`src/rtl/dab_gate_pkg.sv`:
```
// Shared types and constants for the DAB gate driver: leg states, bridge level codes,
// gate-bit positions within Sp/Ss and the level-to-leg-target decode.
package dab_gate_pkg;

    typedef enum logic [1:0] {
        LEG_OFF = 2'd0,
        LEG_DT  = 2'd1,
        LEG_HI  = 2'd2,
        LEG_LO  = 2'd3
    } leg_state_t;

    localparam logic [1:0] LVL_POS  = 2'b01;
    localparam logic [1:0] LVL_ZERO = 2'b00;
    localparam logic [1:0] LVL_NEG  = 2'b11;
    localparam logic [1:0] LVL_BAD  = 2'b10;

    localparam int IDX_A_HI = 0;
    localparam int IDX_A_LO = 1;
    localparam int IDX_B_HI = 2;
    localparam int IDX_B_LO = 3;

    localparam int DT_MIN_DEF = 2;

    // Per-bridge leg targets: 1 = high switch, 0 = low switch.
    typedef struct packed {
        logic b_hi;
        logic a_hi;
    } leg_tgt_t;

    // The illegal code decodes like level 0 (both legs low).
    function automatic leg_tgt_t lvl_to_tgt(input logic [1:0] lvl);
        leg_tgt_t t;
        t = '0;
        case (lvl)
            LVL_POS:           t.a_hi = 1'b1;
            LVL_NEG:           t.b_hi = 1'b1;
            LVL_ZERO, LVL_BAD: t = '0;
            default:           t = '0;
        endcase
        return t;
    endfunction

endpackage

```
`src/rtl/dab_gate_driver_if.sv`:
```
// Control, level and gate bundle between the voltage generator side and dab_gate_driver.
// st_err only exists when SHOOT_THROUGH_CHECK_EN is defined.
interface dab_gate_driver_if #(
    parameter int DT_W = 8
) ();
    logic            CE;
    logic            en;
    logic            fault;
    logic            fault_clr;
    logic [DT_W-1:0] deadtime;
    logic [1:0]      V1;
    logic [1:0]      V2;
    logic [3:0]      Sp;
    logic [3:0]      Ss;
    logic            flt_latched;
    logic            code_err;
`ifdef SHOOT_THROUGH_CHECK_EN
    logic            st_err;

    modport master (
        output CE, en, fault, fault_clr, deadtime, V1, V2,
        input  Sp, Ss, flt_latched, code_err, st_err
    );
    modport slave (
        input  CE, en, fault, fault_clr, deadtime, V1, V2,
        output Sp, Ss, flt_latched, code_err, st_err
    );
`else
    modport master (
        output CE, en, fault, fault_clr, deadtime, V1, V2,
        input  Sp, Ss, flt_latched, code_err
    );
    modport slave (
        input  CE, en, fault, fault_clr, deadtime, V1, V2,
        output Sp, Ss, flt_latched, code_err
    );
`endif
endinterface

```
`src/rtl/dab_leg_deadtime.sv`:
```
// One half-bridge leg: OFF/DT/HI/LO FSM with dead-time down-counter and registered hi/lo.
// Dead time lasts max(deadtime, DT_MIN) enabled cycles; gate_ok low forces OFF regardless of ce.
module dab_leg_deadtime
    import dab_gate_pkg::*;
#(
    parameter int DT_W   = 8,
    parameter int DT_MIN = DT_MIN_DEF
) (
    input  logic            clk,
    input  logic            rst,
    input  logic            ce_i,
    input  logic            gate_ok_i,
    input  logic            tgt_hi_i,
    input  logic [DT_W-1:0] deadtime_i,
    output logic            hi_o,
    output logic            lo_o
);
    localparam logic [DT_W-1:0] DT_FLOOR = DT_W'(DT_MIN);
    localparam logic [DT_W-1:0] CNT_ONE  = DT_W'(1);

    leg_state_t      state_q, state_d;
    leg_state_t      tgt_state;
    logic [DT_W-1:0] cnt_q, cnt_d;
    logic [DT_W-1:0] dt_load;
    logic            hi_q, hi_d, lo_q, lo_d;

    assign tgt_state = tgt_hi_i ? LEG_HI : LEG_LO;
    assign dt_load   = (deadtime_i < DT_FLOOR) ? DT_FLOOR : deadtime_i;

    always_ff @(posedge clk or negedge rst) begin
        if (!rst) begin
            state_q <= LEG_OFF;
            cnt_q   <= '0;
            hi_q    <= 1'b0;
            lo_q    <= 1'b0;
        end else begin
            state_q <= state_d;
            cnt_q   <= cnt_d;
            hi_q    <= hi_d;
            lo_q    <= lo_d;
        end
    end

    // The target is only consulted at expiry, so a mid-DT change neither restarts nor shortens it.
    always_comb begin
        state_d = state_q;
        cnt_d   = cnt_q;
        if (!gate_ok_i) begin
            state_d = LEG_OFF;
            cnt_d   = '0;
        end else if (ce_i) begin
            case (state_q)
                LEG_OFF: begin
                    state_d = LEG_DT;
                    cnt_d   = dt_load;
                end
                LEG_HI, LEG_LO: begin
                    if (state_q != tgt_state) begin
                        state_d = LEG_DT;
                        cnt_d   = dt_load;
                    end
                end
                LEG_DT: begin
                    if (cnt_q <= CNT_ONE) begin
                        state_d = tgt_state;
                        cnt_d   = '0;
                    end else begin
                        cnt_d = cnt_q - CNT_ONE;
                    end
                end
                default: begin
                    state_d = LEG_OFF;
                    cnt_d   = '0;
                end
            endcase
        end
    end

    always_comb begin
        hi_d = gate_ok_i && (state_q == LEG_HI);
        lo_d = gate_ok_i && (state_q == LEG_LO);
    end

    assign hi_o = hi_q;
    assign lo_o = lo_q;

endmodule

```
`src/rtl/dab_gate_driver.sv`:
```
// DAB gate driver: bridge levels V1/V2 -> 8 dead-time-protected gates; latency 1 + DT + 1 cycles.
// Fault latch, enable gating, illegal-code flag; SHOOT_THROUGH_CHECK_EN adds a sticky overlap checker.
module dab_gate_driver
    import dab_gate_pkg::*;
#(
    parameter int DT_W   = 8,
    parameter int DT_MIN = DT_MIN_DEF
) (
    input  logic              clk,
    input  logic              rst,
    dab_gate_driver_if.slave  bus
);
    logic [1:0] v1_q, v1_d, v2_q, v2_d;
    logic       bad_q, bad_d;
    logic       cerr_q, cerr_d;
    logic       flt_q, flt_d;
    logic       in_bad;
    logic       gate_ok;
    leg_tgt_t   tgt_p, tgt_s;
    logic [3:0] leg_tgt, leg_hi, leg_lo;
    logic [3:0] sp_raw, ss_raw;

    assign in_bad = (bus.V1 == LVL_BAD) || (bus.V2 == LVL_BAD);

    // The fault latch ignores CE so a fault is never masked by a stalled pipeline.
    always_comb begin
        v1_d   = bus.CE ? bus.V1 : v1_q;
        v2_d   = bus.CE ? bus.V2 : v2_q;
        bad_d  = bus.CE ? in_bad : bad_q;
        cerr_d = bus.CE && in_bad && !bad_q;
        flt_d  = bus.fault ? 1'b1 : (bus.fault_clr ? 1'b0 : flt_q);
    end

    always_ff @(posedge clk or negedge rst) begin
        if (!rst) begin
            v1_q   <= LVL_ZERO;
            v2_q   <= LVL_ZERO;
            bad_q  <= 1'b0;
            cerr_q <= 1'b0;
            flt_q  <= 1'b0;
        end else begin
            v1_q   <= v1_d;
            v2_q   <= v2_d;
            bad_q  <= bad_d;
            cerr_q <= cerr_d;
            flt_q  <= flt_d;
        end
    end

    // Raw fault also gates, so the first fault cycle already clears the output register.
    assign gate_ok = bus.en && !bus.fault && !flt_q;
    assign tgt_p   = lvl_to_tgt(v1_q);
    assign tgt_s   = lvl_to_tgt(v2_q);
    assign leg_tgt = {tgt_s.b_hi, tgt_s.a_hi, tgt_p.b_hi, tgt_p.a_hi};

    for (genvar g = 0; g < 4; g++) begin : g_leg
        dab_leg_deadtime #(
            .DT_W   (DT_W),
            .DT_MIN (DT_MIN)
        ) u_leg (
            .clk        (clk),
            .rst        (rst),
            .ce_i       (bus.CE),
            .gate_ok_i  (gate_ok),
            .tgt_hi_i   (leg_tgt[g]),
            .deadtime_i (bus.deadtime),
            .hi_o       (leg_hi[g]),
            .lo_o       (leg_lo[g])
        );
    end

    always_comb begin
        sp_raw           = '0;
        ss_raw           = '0;
        sp_raw[IDX_A_HI] = leg_hi[0];
        sp_raw[IDX_A_LO] = leg_lo[0];
        sp_raw[IDX_B_HI] = leg_hi[1];
        sp_raw[IDX_B_LO] = leg_lo[1];
        ss_raw[IDX_A_HI] = leg_hi[2];
        ss_raw[IDX_A_LO] = leg_lo[2];
        ss_raw[IDX_B_HI] = leg_hi[3];
        ss_raw[IDX_B_LO] = leg_lo[3];
    end

`ifdef SHOOT_THROUGH_CHECK_EN
    logic sp_st, ss_st;
    logic st_err_q, st_err_d;

    assign sp_st    = (sp_raw[IDX_A_HI] && sp_raw[IDX_A_LO]) || (sp_raw[IDX_B_HI] && sp_raw[IDX_B_LO]);
    assign ss_st    = (ss_raw[IDX_A_HI] && ss_raw[IDX_A_LO]) || (ss_raw[IDX_B_HI] && ss_raw[IDX_B_LO]);
    assign st_err_d = st_err_q || sp_st || ss_st;

    always_ff @(posedge clk or negedge rst) begin
        if (!rst) begin
            st_err_q <= 1'b0;
        end else begin
            st_err_q <= st_err_d;
        end
    end

    assign bus.Sp     = sp_st ? 4'b0000 : sp_raw;
    assign bus.Ss     = ss_st ? 4'b0000 : ss_raw;
    assign bus.st_err = st_err_q;
`else
    assign bus.Sp = sp_raw;
    assign bus.Ss = ss_raw;
`endif

    assign bus.flt_latched = flt_q;
    assign bus.code_err    = cerr_q;

endmodule

```
`src/flat_wrapper.sv`:
```
// flat-port wrapper written by rule: the top's interface ports become plain ports
module dab_gate_driver_flat import dab_gate_pkg::*;
#(
    parameter int DT_W   = 8,
    parameter int DT_MIN = DT_MIN_DEF
)
  (clk, rst, bus_CE, bus_en, bus_fault, bus_fault_clr, bus_deadtime, bus_V1, bus_V2, bus_Sp, bus_Ss, bus_flt_latched, bus_code_err);
  dab_gate_driver_if #(.DT_W(DT_W)) bus_i ();
  input  logic clk;
  input  logic rst;
  input wire logic [$bits(bus_i.CE)-1:0] bus_CE;
  input wire logic [$bits(bus_i.en)-1:0] bus_en;
  input wire logic [$bits(bus_i.fault)-1:0] bus_fault;
  input wire logic [$bits(bus_i.fault_clr)-1:0] bus_fault_clr;
  input wire logic [$bits(bus_i.deadtime)-1:0] bus_deadtime;
  input wire logic [$bits(bus_i.V1)-1:0] bus_V1;
  input wire logic [$bits(bus_i.V2)-1:0] bus_V2;
  output wire logic [$bits(bus_i.Sp)-1:0] bus_Sp;
  output wire logic [$bits(bus_i.Ss)-1:0] bus_Ss;
  output wire logic [$bits(bus_i.flt_latched)-1:0] bus_flt_latched;
  output wire logic [$bits(bus_i.code_err)-1:0] bus_code_err;
  assign bus_i.CE = bus_CE;
  assign bus_i.en = bus_en;
  assign bus_i.fault = bus_fault;
  assign bus_i.fault_clr = bus_fault_clr;
  assign bus_i.deadtime = bus_deadtime;
  assign bus_i.V1 = bus_V1;
  assign bus_i.V2 = bus_V2;
  assign bus_Sp = bus_i.Sp;
  assign bus_Ss = bus_i.Ss;
  assign bus_flt_latched = bus_i.flt_latched;
  assign bus_code_err = bus_i.code_err;
  dab_gate_driver #(.DT_W(DT_W), .DT_MIN(DT_MIN)) u_core (.clk(clk), .rst(rst), .bus(bus_i));
endmodule
```
`config.mk`:
```
export PLATFORM = sky130hd
export DESIGN_NAME = dab_gate_driver_flat
export DESIGN_NICKNAME = d
export VERILOG_FILES = /design/src/rtl/dab_gate_pkg.sv /design/src/rtl/dab_gate_driver_if.sv /design/src/rtl/dab_leg_deadtime.sv /design/src/rtl/dab_gate_driver.sv /design/src/flat_wrapper.sv
export SDC_FILE = /design/constraint.sdc
export NUM_CORES = 1
export LEC_CHECK = 0
export CAP_MARGIN = 20
export CORE_UTILIZATION = 45
export CTS_CLUSTER_SIZE = 25
export DETAILED_ROUTE_END_ITERATION = 16
export HOLD_SLACK_MARGIN = 0.06
export PLACE_DENSITY = 0.67
export SLEW_MARGIN = 20
export SYNTH_ARGS = -nofsm -noshare
export SYNTH_HDL_FRONTEND = slang
export SYNTH_SLANG_ARGS = --single-unit
```
`constraint.sdc`:
```
create_clock -name clk -period 2 [get_ports clk]
set_clock_uncertainty 0.05 [all_clocks]
set_input_delay 0.2 -clock clk [delete_from_list [all_inputs] [get_ports clk]]
set_output_delay 0.2 -clock clk [all_outputs]
set_load 0.03 [all_outputs]
```
==> impl_metrics.tcl, run 1 <==
set metrics [dict create \
    status "completed" \
    cp-start-kind "flop" \
    num_vias 3163 \
    area_delta_synth_final_pct 21.08 \
    rsz0062_at_grt "yes" \
    synth_nets 404 \
    switchingPower_uw 619.9 \
    synth.cell_area_um2 3366 \
    setup_viol 0 \
    slew_viol_final 0 \
    peakVddDrop_mv 0.3114 \
    grt_pass1_vias 2983 \
    cp_top_family "simple AND/OR/NAND/NOR gates" \
    grtUsageTotal_pct 24.92 \
    drv_cap 0 \
    nNetsFinal 462 \
    cts_num_sinks 55 \
    antenna_left 0 \
    clockBufferDepth 2 \
    path_clk_slew_ns 0.11 \
    drive_above_1_share_pct 17.16 \
    dr.pass1.iters 5 \
    synth_area_per_cell_um2 8.904 \
    drc 0 \
    tightest_slew_ns 0.5122 \
    ys_seq_area_share_pct 40.89 \
    synth_seq_cells 55 \
    grt_max_degree 22 \
    pwr-share-clk_pct 29.1 \
    ys.flop_type "dfrtp_1" \
    path_cells "or4_4, or3_1, nor3_1, buf_4, mux2i_1, nor2_1" \
    p_sw_share_pct 28.65 \
    overflow 0 \
    cts_max_level 2 \
    max_freq_mhz 515.2 \
    dieHeight_um 88.49 \
    p_per_area_nw_per_um2 530.9 \
    fin_crit_ns 1.941 \
    first_iter_violations 178 \
    leakage_nw 1.807 \
    seqPwrFrac_pct 53.8 \
    cts_buffers 5 \
    required_ns 2.20 \
    vias_per_cell 5.901 \
    rows 31 \
    synth-async-reset-ratio_pct 100.0 \
    synthCells 378 \
    hold_viol_final 0 \
    period_share_pct 97.04 \
    wire_per_inst_um 17.24 \
    utilization_pct 56.18 \
    clk_latency_ns 0.33 \
    initial_core_util_pct 46.40 \
    port-buffer-count 27 \
    die_x_um 88.49 \
    hold_path_class "in2async" \
    hpwl_um 6763 \
    yosysWarningCount 0 \
    ioPinCount 28 \
    slowest_stage "or4_4" \
    synth-edff-count 0 \
    drt_wl_total_um 9242 \
    root_buffer "clkbuf_8" \
    critPathCaptureType "flop" \
    slew_headroom_pct 65.85 \
    hold_ws_ns 0.3109 \
    path_buf_inv 1 \
    antenna_found_initial 0 \
    core_area_um2 7253 \
    p_int_mw 1.544 \
    cp_slowest_stage_delay_ns 0.57 \
    worstPathMaxFanout 4 \
    place_congestion 0.8507 \
    cts_tree "yes" \
    criticalPathCategory "reg2reg" \
    crit_arrival_ns 2.15 \
    combPwrFrac_pct 17.1 \
    diodes 0 \
    grt_pass1_wl_um 14670 \
    die-area_um2 7830 \
    nFillCells 698 \
    ys_types 64 \
]
## layer usage
metal  GRT usage (%)  part of all wire [%]  wire length [um]
met2           41.12                    48              4451
met5               0                     0                 0
met3           3.638                   5.6               518
met1           34.12                    45              4145
met4           7.185                   1.4               127
## what timing repair did
item	in CTS	in global routing
buffers inserted	0	3
hold buffers	1	0
hold endpoints to repair	19	0
resized for setup	0	8
setup endpoints to repair	0	10
## power by group through the flow
stage | registers (mW) | clock network, mW | logic (mW)
3_3_place_gp | 1.18 | 0 | 0.356
4_1_cts | 1.16 | 0.640 | 0.364
2_1_floorplan | 1.18 | 0 | 0.190
3_5_place_dp | 1.19 | 0 | 0.361
5_1_grt | 1.17 | 0.680 | 0.404
6_report | 1.16 | 0.629 | 0.370
## through the flow
step | std cells | setup WS (ns) | TNS [ns] | instance area [um2] | power, mW
floorplan | 378 | 0.1194 | 0 | 3366 | 1.372
global placement | 524 | -0.005817 | -0.005911 | 3939 | 1.540
detailed placement | 524 | -0.05796 | -0.1155 | 3939 | 1.546
CTS | 533 | 0.02161 | 0 | 4030 | 2.167
global route | 536 | -0.01425 | -0.03650 | 4075 | 2.252
finish | 536 | 0.05911 | 0 | 4075 | 2.164
## cell families after synthesis
logic type | Yosys count | share of synthesized area, %
and+or+nand+nor | 149 | 23.49
AOI/OAI and AO/OA | 115 | 23.27
DFF | 55 | 40.89
buffers and inverters | 38 | 5.613
adders and majority gates | 8 | 2.974
xor gates and xnor gates | 7 | 1.822
muxes | 6 | 1.933
## worst reg2reg max path: stages (launching register included)
cell and delay [ns]:
dfrtp_1 0.39, or4_4 0.57, or3_1 0.39, nor3_1 0.17
buf_4 0.16, mux2i_1 0.06, nor2_1 0.09
## layout make-up
type                       instances  area (um2)  share of cell area (%)
multi-input combinational        285        1827                   44.83
sequential                        55        1378                   33.80
timing repair buffer              71       598.1                   14.68
tap                               99       123.9                   3.040
clock buffer                       7       76.32                   1.873
inverter                          18       67.56                   1.658
clock inverter                     1       5.005                  0.1228
## synthesized netlist by cell type (3+ instances only)
master	count	share of area, %
dfrtp_1	55	41
nand2_1	32	3.6
nor2_1	30	3.3
o21ai_0	28	4.2
nor3_1	26	3.9
a21oi_1	21	3.1
inv_1	18	2.0
o22ai_1	10	1.9
clkbuf_1	9	1.0
buf_4	8	1.8
ha_1	8	3.0
nand3_1	8	1.2
or3_1	8	1.5
nor4_1	7	1.3
nand2b_1	6	1.1
nor2b_1	6	1.1
o211ai_1	5	1.1
o2bb2ai_1	5	1.3
a31oi_1	4	0.74
a32o_1	4	1.2
and3_1	4	0.74
mux2_2	4	1.3
xor2_1	4	1.0
a211oi_1	3	0.67
a21o_1	3	0.67
a22oi_1	3	0.67
a41oi_1	3	0.78
and2_1	3	0.56
o21bai_1	3	0.67
xnor2_1	3	0.78
## cells in the final DEF, fill, tap and decap left out, types with 5 or more instances in the layout
| cell | n |
|---|---|
| nand2_1 | 32 |
| ha_1 | 8 |
| o211ai_1 | 5 |
| o21ai_0 | 27 |
| a21oi_1 | 20 |
| nand2b_1 | 6 |
| nor2b_1 | 6 |
| o22ai_1 | 10 |
| or3_1 | 8 |
| inv_1 | 18 |
| nor4_1 | 7 |
| clkbuf_8 | 5 |
| nor2_1 | 27 |
| nor3_1 | 24 |
| o2bb2ai_1 | 5 |
| buf_4 | 43 |
| nand3_1 | 8 |
| dfrtp_1 | 54 |
| clkdlybuf4s50_1 | 26 |
## path summary, 6_finish.rpt
path	from	to	cells past startpoint	slack, ns
worst max-delay path	u_core.g_leg[2].u_leg.cnt_q[5]	u_core.g_leg[2].u_leg.state_q[1]	6	0.06
worst min-delay path	rst	u_core.g_leg[3].u_leg.cnt_q[6]	2	0.31
worst max register to register	u_core.g_leg[2].u_leg.cnt_q[5]	u_core.g_leg[2].u_leg.state_q[1]	6	0.06
worst min register to register	u_core.bad_q	u_core.bus.code_err	1	0.42
max in group asynchronous	rst	u_core.g_leg[2].u_leg.cnt_q[0]	3	0.92
min in group clk	u_core.bad_q	u_core.bus.code_err	1	0.42
## state kept, by name, indices dropped and copies added, names as in the netlist
register	count
u_core.bad_q	1
u_core.bus.code_err	1
u_core.bus.flt_latched	1
u_core.g_leg.u_leg.cnt_q	32
u_core.g_leg.u_leg.hi_o	4
u_core.g_leg.u_leg.lo_o	4
u_core.g_leg.u_leg.state_q	8
u_core.v1_q	2
u_core.v2_q	2
No activity file was read; power rests on OpenSTA's default activity.
==> run 2: changes to the inputs <==
ABC_AREA = 1   (was default)
==> run 2 against run 1 <==
Worst hold slack worse by 0.0013 ns. Final cell count is 23% higher. Wire length is 11% lower. Die area is 7.0% higher. Combinational power is 9.7% lower. Count of clock-buffer cells in the layout is 2 lower. Critical endpoint is now bus_flt_latched. Sequential share of layout area hardly changed.
==> impl_metrics.tcl, run 2 <==
set metrics [dict create \
    place_congestion 0.8865 \
    final_cell_mix "nand2_1, dfrtp_1, inv_1" \
    cts_buffers 5 \
    antenna_left 0 \
    die_x_um 91.55 \
    max_flop_register "u_core.g_leg.u_leg.cnt_q" \
    synth_area_per_cell_um2 6.860 \
    synth_nets 552 \
    criticalPathCategory "reg2out" \
    port-buffer-count 27 \
    largestRegisters "u_core.g_leg.u_leg.cnt_q x32, u_core.g_leg.u_leg.state_q x8" \
    final_common_cell "nand2_1" \
    drt_wl_total_um 8239 \
    synth_top_family_by_area "simple AND/OR/NAND/NOR gates" \
    synthCells 526 \
    clk_latency_ns 0.33 \
    ys_types 29 \
    synthAdderAreaFrac_pct 2.774 \
    drc 0 \
    synth-edff-count 0 \
    synth.cell_area_um2 3608 \
    cts_hold_buf 1 \
    cp_top_family "buffers and inverters" \
    tns_ns 0 \
    die-area_um2 8380 \
    crit_cells 1 \
    tightest_slew_ns 0.4839 \
    hold_ws_ns 0.3096 \
    yosys-mux-area-fraction_pct 0 \
    period_share_pct 88.64 \
    initial_core_util_pct 46.70 \
    cts_tree "yes" \
    leakage_nw 2.200 \
    place_area_um2 3968 \
    synth.most_common_cell "nand2_1" \
    num_vias 3297 \
    cp_slowest_stage_delay_ns 0.72 \
    synth_seq_cells 55 \
    max_freq_mhz 564.1 \
    grtUsageTotal_pct 21.75 \
    drive_above_1_share_pct 10.59 \
    fin_crit_ns 1.773 \
    ys.flop_type "dfrtp_1" \
    overflow 0 \
    ioPinCount 28 \
    grt_pass1_vias 3184 \
    hold_viol_final 0 \
    synth-async-reset-ratio_pct 100.0 \
    final_area_um2 4070 \
    cp-start-kind "flop" \
    path_clk_slew_ns 0.11 \
    synth-compound-area-share_pct 6.449 \
    reg2reg_to "u_core.g_leg[3].u_leg.cnt_q[3]" \
    first_iter_violations 155 \
    r2r_slack_ns 0.34 \
    netlist_top_cells_count "nand2_1, dfrtp_1, inv_1, nand3_1, nor2_1" \
    peakVddDrop_mv 0.3013 \
    synthXorXnorAreaFrac_pct 2.670 \
    hold_path_class "in2async" \
    dieHeight_um 91.55 \
    netlist_top_cells_area "dfrtp_1, nand2_1, nand3_1" \
    largest_reg_flops 32 \
    vias_per_cell 5.003 \
    cts_resized 0 \
    rsz0062_at_grt "no" \
    status "completed" \
    grt_max_degree 37 \
    wire_per_inst_um 12.50 \
    grt_pass1_wl_um 14570 \
    crit_path_end "bus_flt_latched" \
    slew_viol_final 0 \
    area_delta_synth_final_pct 12.79 \
    diodes 0 \
    hpwl_um 6281 \
    nNetsFinal 582 \
    critPathCaptureType "output port" \
    slew_headroom_pct 67.74 \
    yosys.area.top_type_share_pct 38.14 \
    drv_cap 0 \
    setup_viol 0 \
    path_buf_inv 1 \
    p_per_area_nw_per_um2 530.4 \
    clockBufferDepth 2 \
    utilization_pct 52.67 \
    rows 32 \
    synth_area_leader_cell "dfrtp_1" \
    synth-simple-area-share_pct 40.46 \
    crit_path_start "u_core.bus.flt_latched" \
    slowest_stage "clkdlybuf4s50_1" \
    required_ns 1.75 \
    cts_max_level 2 \
    path_cells "clkdlybuf4s50_1" \
    dr.pass1.iters 4 \
    root_buffer "clkbuf_8" \
    cts_setup_buffers 0 \
    cts_num_sinks 55 \
    worstPathMaxFanout 3 \
    yosysWarningCount 0 \
    reg2regPathDepth 8 \
    ys_seq_area_share_pct 38.14 \
    antenna_found_initial 0 \
    crit_arrival_ns 1.52 \
    core_area_um2 7727 \
    r2r-start "u_core.g_leg[3].u_leg.cnt_q[0]" \
]
## run 2: cell types whose count changed after synthesis, sizes merged, moves of 9 or more
cell,change
clkbuf,-9
nand3,+39
nor3,-19
nor2,+20
inv,+47
o22ai,-10
nand2,+186
o21ai,+9
or3,-9
a21oi,-17
## run 2: final cells by class
class,instances,area (um2)
fill,799,3657
multi-input combinational,394,1889
sequential,55,1376
timing repair buffer,35,340.3
inverter,65,244.0
tap,102,127.6
clock buffer,5,68.82
clock inverter,3,23.77
## run 2: report_power, final
| part | internal (mW) | switching, mW | total (mW) |
|---|---|---|---|
| clock | 0.254 | 0.405 | 0.659 |
| combinational | 0.128 | 0.206 | 0.334 |
| sequential | 1.14 | 0.0283 | 1.17 |
## run 2: layer usage
layer  up-vias  wire [um]  GRT usage, %
met3         8        243         2.764
met4         0         81         4.762
met2        41       4025         38.28
li1       1688          -             -
met1      1560       3889         28.37
met5         -          0             0
## run 2: metrics by stage
stage	cells	setup slack (ns)	power, mW
after global routing	659	0.1744	2.276
after global placement	650	0.2263	1.516
after CTS	659	0.2114	2.185
after floorplan	526	0.5408	1.388
final	659	0.2273	2.159
after detailed placement	650	0.2153	1.521
## run 2: worst min-delay path by stage
stage / to / slack, ns / cells after the start
after CTS: u_core.g_leg[0].u_leg.hi_o / 0.32 / 2
after detailed placement: u_core.g_leg[0].u_leg.hi_o / 0.14 / 1
final: u_core.g_leg[0].u_leg.hi_o / 0.31 / 2
after global placement: u_core.g_leg[0].u_leg.lo_o / 0.14 / 1
after floorplan: u_core.bad_q / -0.15 / 0
after global routing: u_core.g_leg[0].u_leg.hi_o / 0.34 / 2
## run 2: cells by family (layout without fill, tap and decap cells)
family | after synthesis | after routing
compound gates | 44 | 44
xor+xnor | 11 | 11
simple gates | 331 | 331
fa+ha+maj | 8 | 8
flops | 55 | 55
buf+inv | 77 | 108
==> run 3: changes to the inputs <==
HOLD_SLACK_MARGIN = 0.02   (was 0.06)
RECOVER_POWER = 50   (was default)
==> run 3 against run 2 <==
Via count stayed put. Combinational power hardly changed. Critical path type unchanged. Largest power group unchanged. Count of clock-buffer cells in the layout stayed put. Worst hold slack better by 0.088 ns.
==> impl_metrics.tcl, run 3 (same netlist as run 2, synthesis figures left out) <==
set metrics [dict create \
    p_per_area_nw_per_um2 530.6 \
    drc 0 \
    dieHeight_um 91.55 \
    nFillCells 802 \
    period_share_pct 88.64 \
    core_area_um2 7727 \
    port-buffer-count 27 \
    reg2regPathDepth 8 \
    cts_num_sinks 55 \
    place_congestion 0.8865 \
    r2r-start "u_core.g_leg[3].u_leg.cnt_q[0]" \
    grt_max_degree 37 \
    num_vias 3297 \
    hpwl_um 6281 \
    holdPathEnd "u_core.bus.code_err" \
    path_clk_slew_ns 0.11 \
    drv_cap 0 \
    max_freq_mhz 564.1 \
    die-area_um2 8380 \
    slowest_stage "clkdlybuf4s50_1" \
    antenna_left 0 \
    tns_ns 0 \
    cp_top_family "buffers and inverters" \
    grt_pass1_vias 3184 \
    initial_core_util_pct 46.70 \
    nNetsFinal 582 \
    root_buffer "clkbuf_8" \
    slew_viol_final 0 \
    overflow 0 \
    cts_resized 0 \
    required_ns 1.75 \
    rsz0062_at_grt "no" \
    cts_tree "yes" \
    criticalPathCategory "reg2out" \
    area_delta_synth_final_pct 12.66 \
    drive_above_1_share_pct 10.23 \
    grtUsageMet2_pct 38.28 \
    final_cell_mix "nand2_1, dfrtp_1, inv_1" \
    vias_per_cell 5.003 \
    final_common_cell "nand2_1" \
    largestRegisters "u_core.g_leg.u_leg.cnt_q x32, u_core.g_leg.u_leg.state_q x8" \
    path_cells "clkdlybuf4s50_1" \
    antenna_found_initial 0 \
    crit_arrival_ns 1.52 \
    hp-start "u_core.bad_q" \
    cts_max_level 2 \
    fin_crit_ns 1.773 \
    max_flop_register "u_core.g_leg.u_leg.cnt_q" \
    rows 32 \
    global_route.usage.met3_pct 2.764 \
    hold_path_class "reg2reg" \
    reg2reg_to "u_core.g_leg[3].u_leg.cnt_q[3]" \
    clk_latency_ns 0.33 \
    critPathCaptureType "output port" \
    first_iter_violations 155 \
    clockBufferDepth 2 \
    grtUsageTotal_pct 21.75 \
    busiest_layer "met2" \
    die_x_um 91.55 \
    path_buf_inv 1 \
    tightest_slew_ns 1.159 \
    met1_usage_pct 28.37 \
    largest_reg_flops 32 \
    worstPathMaxFanout 3 \
    leakage_nw 2.193 \
    status "completed" \
    cp_slowest_stage_delay_ns 0.72 \
    ioPinCount 28 \
    wire_per_inst_um 12.50 \
    cts_setup_buffers 0 \
    diodes 0 \
    drt_wl_total_um 8239 \
    fin_ws_ns 0.2273 \
    setup_viol 0 \
    r2r_slack_ns 0.34 \
    hold_depth 1 \
    slew_headroom_pct 22.74 \
    cp-start-kind "flop" \
    hold_viol_final 0 \
    peakVddDrop_mv 0.3012 \
    grt_pass1_wl_um 14570 \
    dr.pass1.iters 4 \
    pre_cts_ws_ns 0.2153 \
    cts_buffers 5 \
]
run 3: stage by stage:
stage	instance area [um2]	power [mW]	util [%]	hold slack, ns	instances
floorplan	3608	1.388	-	-0.1456	526
CTS	4070	2.185	52.67	0.3170	659
global placement	3968	1.516	51.34	0.1377	650
finish	4065	2.157	52.61	0.3980	659
global route	4065	2.274	52.61	0.4241	659
detailed placement	3968	1.521	51.34	0.1406	650
run 3: metal layers:
metal | routed length [um] | vias to the layer above | share of wire, %
met5 | 0 | - | 0
met4 | 81 | 0 | 0.98
met3 | 243 | 8 | 2.9
met2 | 4022 | 41 | 49
met1 | 3892 | 1560 | 47
li1 | - | 1688 | -
run 3: what timing repair did:
item,4_1_cts,5_1_grt
hold buffers,1,0
endpoints found under the setup margin,0,0
endpoints found under the hold margin,19,0
run 3: layout make-up:
cell class	count	area [um2]	area share, %
clock buffers	5	68.82	1.693
clock inverters	3	23.77	0.5848
inverters	65	244.0	6.002
multi-input cells	394	1889	46.48
flip-flops and latches	55	1376	33.86
well taps	102	127.6	3.139
repair buffers	35	335.3	8.249
run 3: power breakdown:
part | leakage [nW] | internal [mW] | switching, mW
combinational | 1.40 | 0.126 | 0.206
sequential | 0.750 | 1.14 | 0.0282
clock | 0.0461 | 0.254 | 0.405
total | 2.19 | 1.52 | 0.640
run 3: worst max path at each step:
stage | from | endpoint | slack, ns | cells after the start
after floorplan | u_core.g_leg[3].u_leg.cnt_q[0] | u_core.g_leg[3].u_leg.cnt_q[2] | 0.54 | 8
after global placement | bus_deadtime[3] | u_core.g_leg[1].u_leg.cnt_q[0] | 0.23 | 7
after detailed placement | bus_en | u_core.g_leg[0].u_leg.state_q[0] | 0.22 | 9
after CTS | u_core.bus.flt_latched | bus_flt_latched | 0.21 | 1
after global routing | u_core.bus.flt_latched | bus_flt_latched | 0.17 | 1
final | u_core.bus.flt_latched | bus_flt_latched | 0.23 | 1
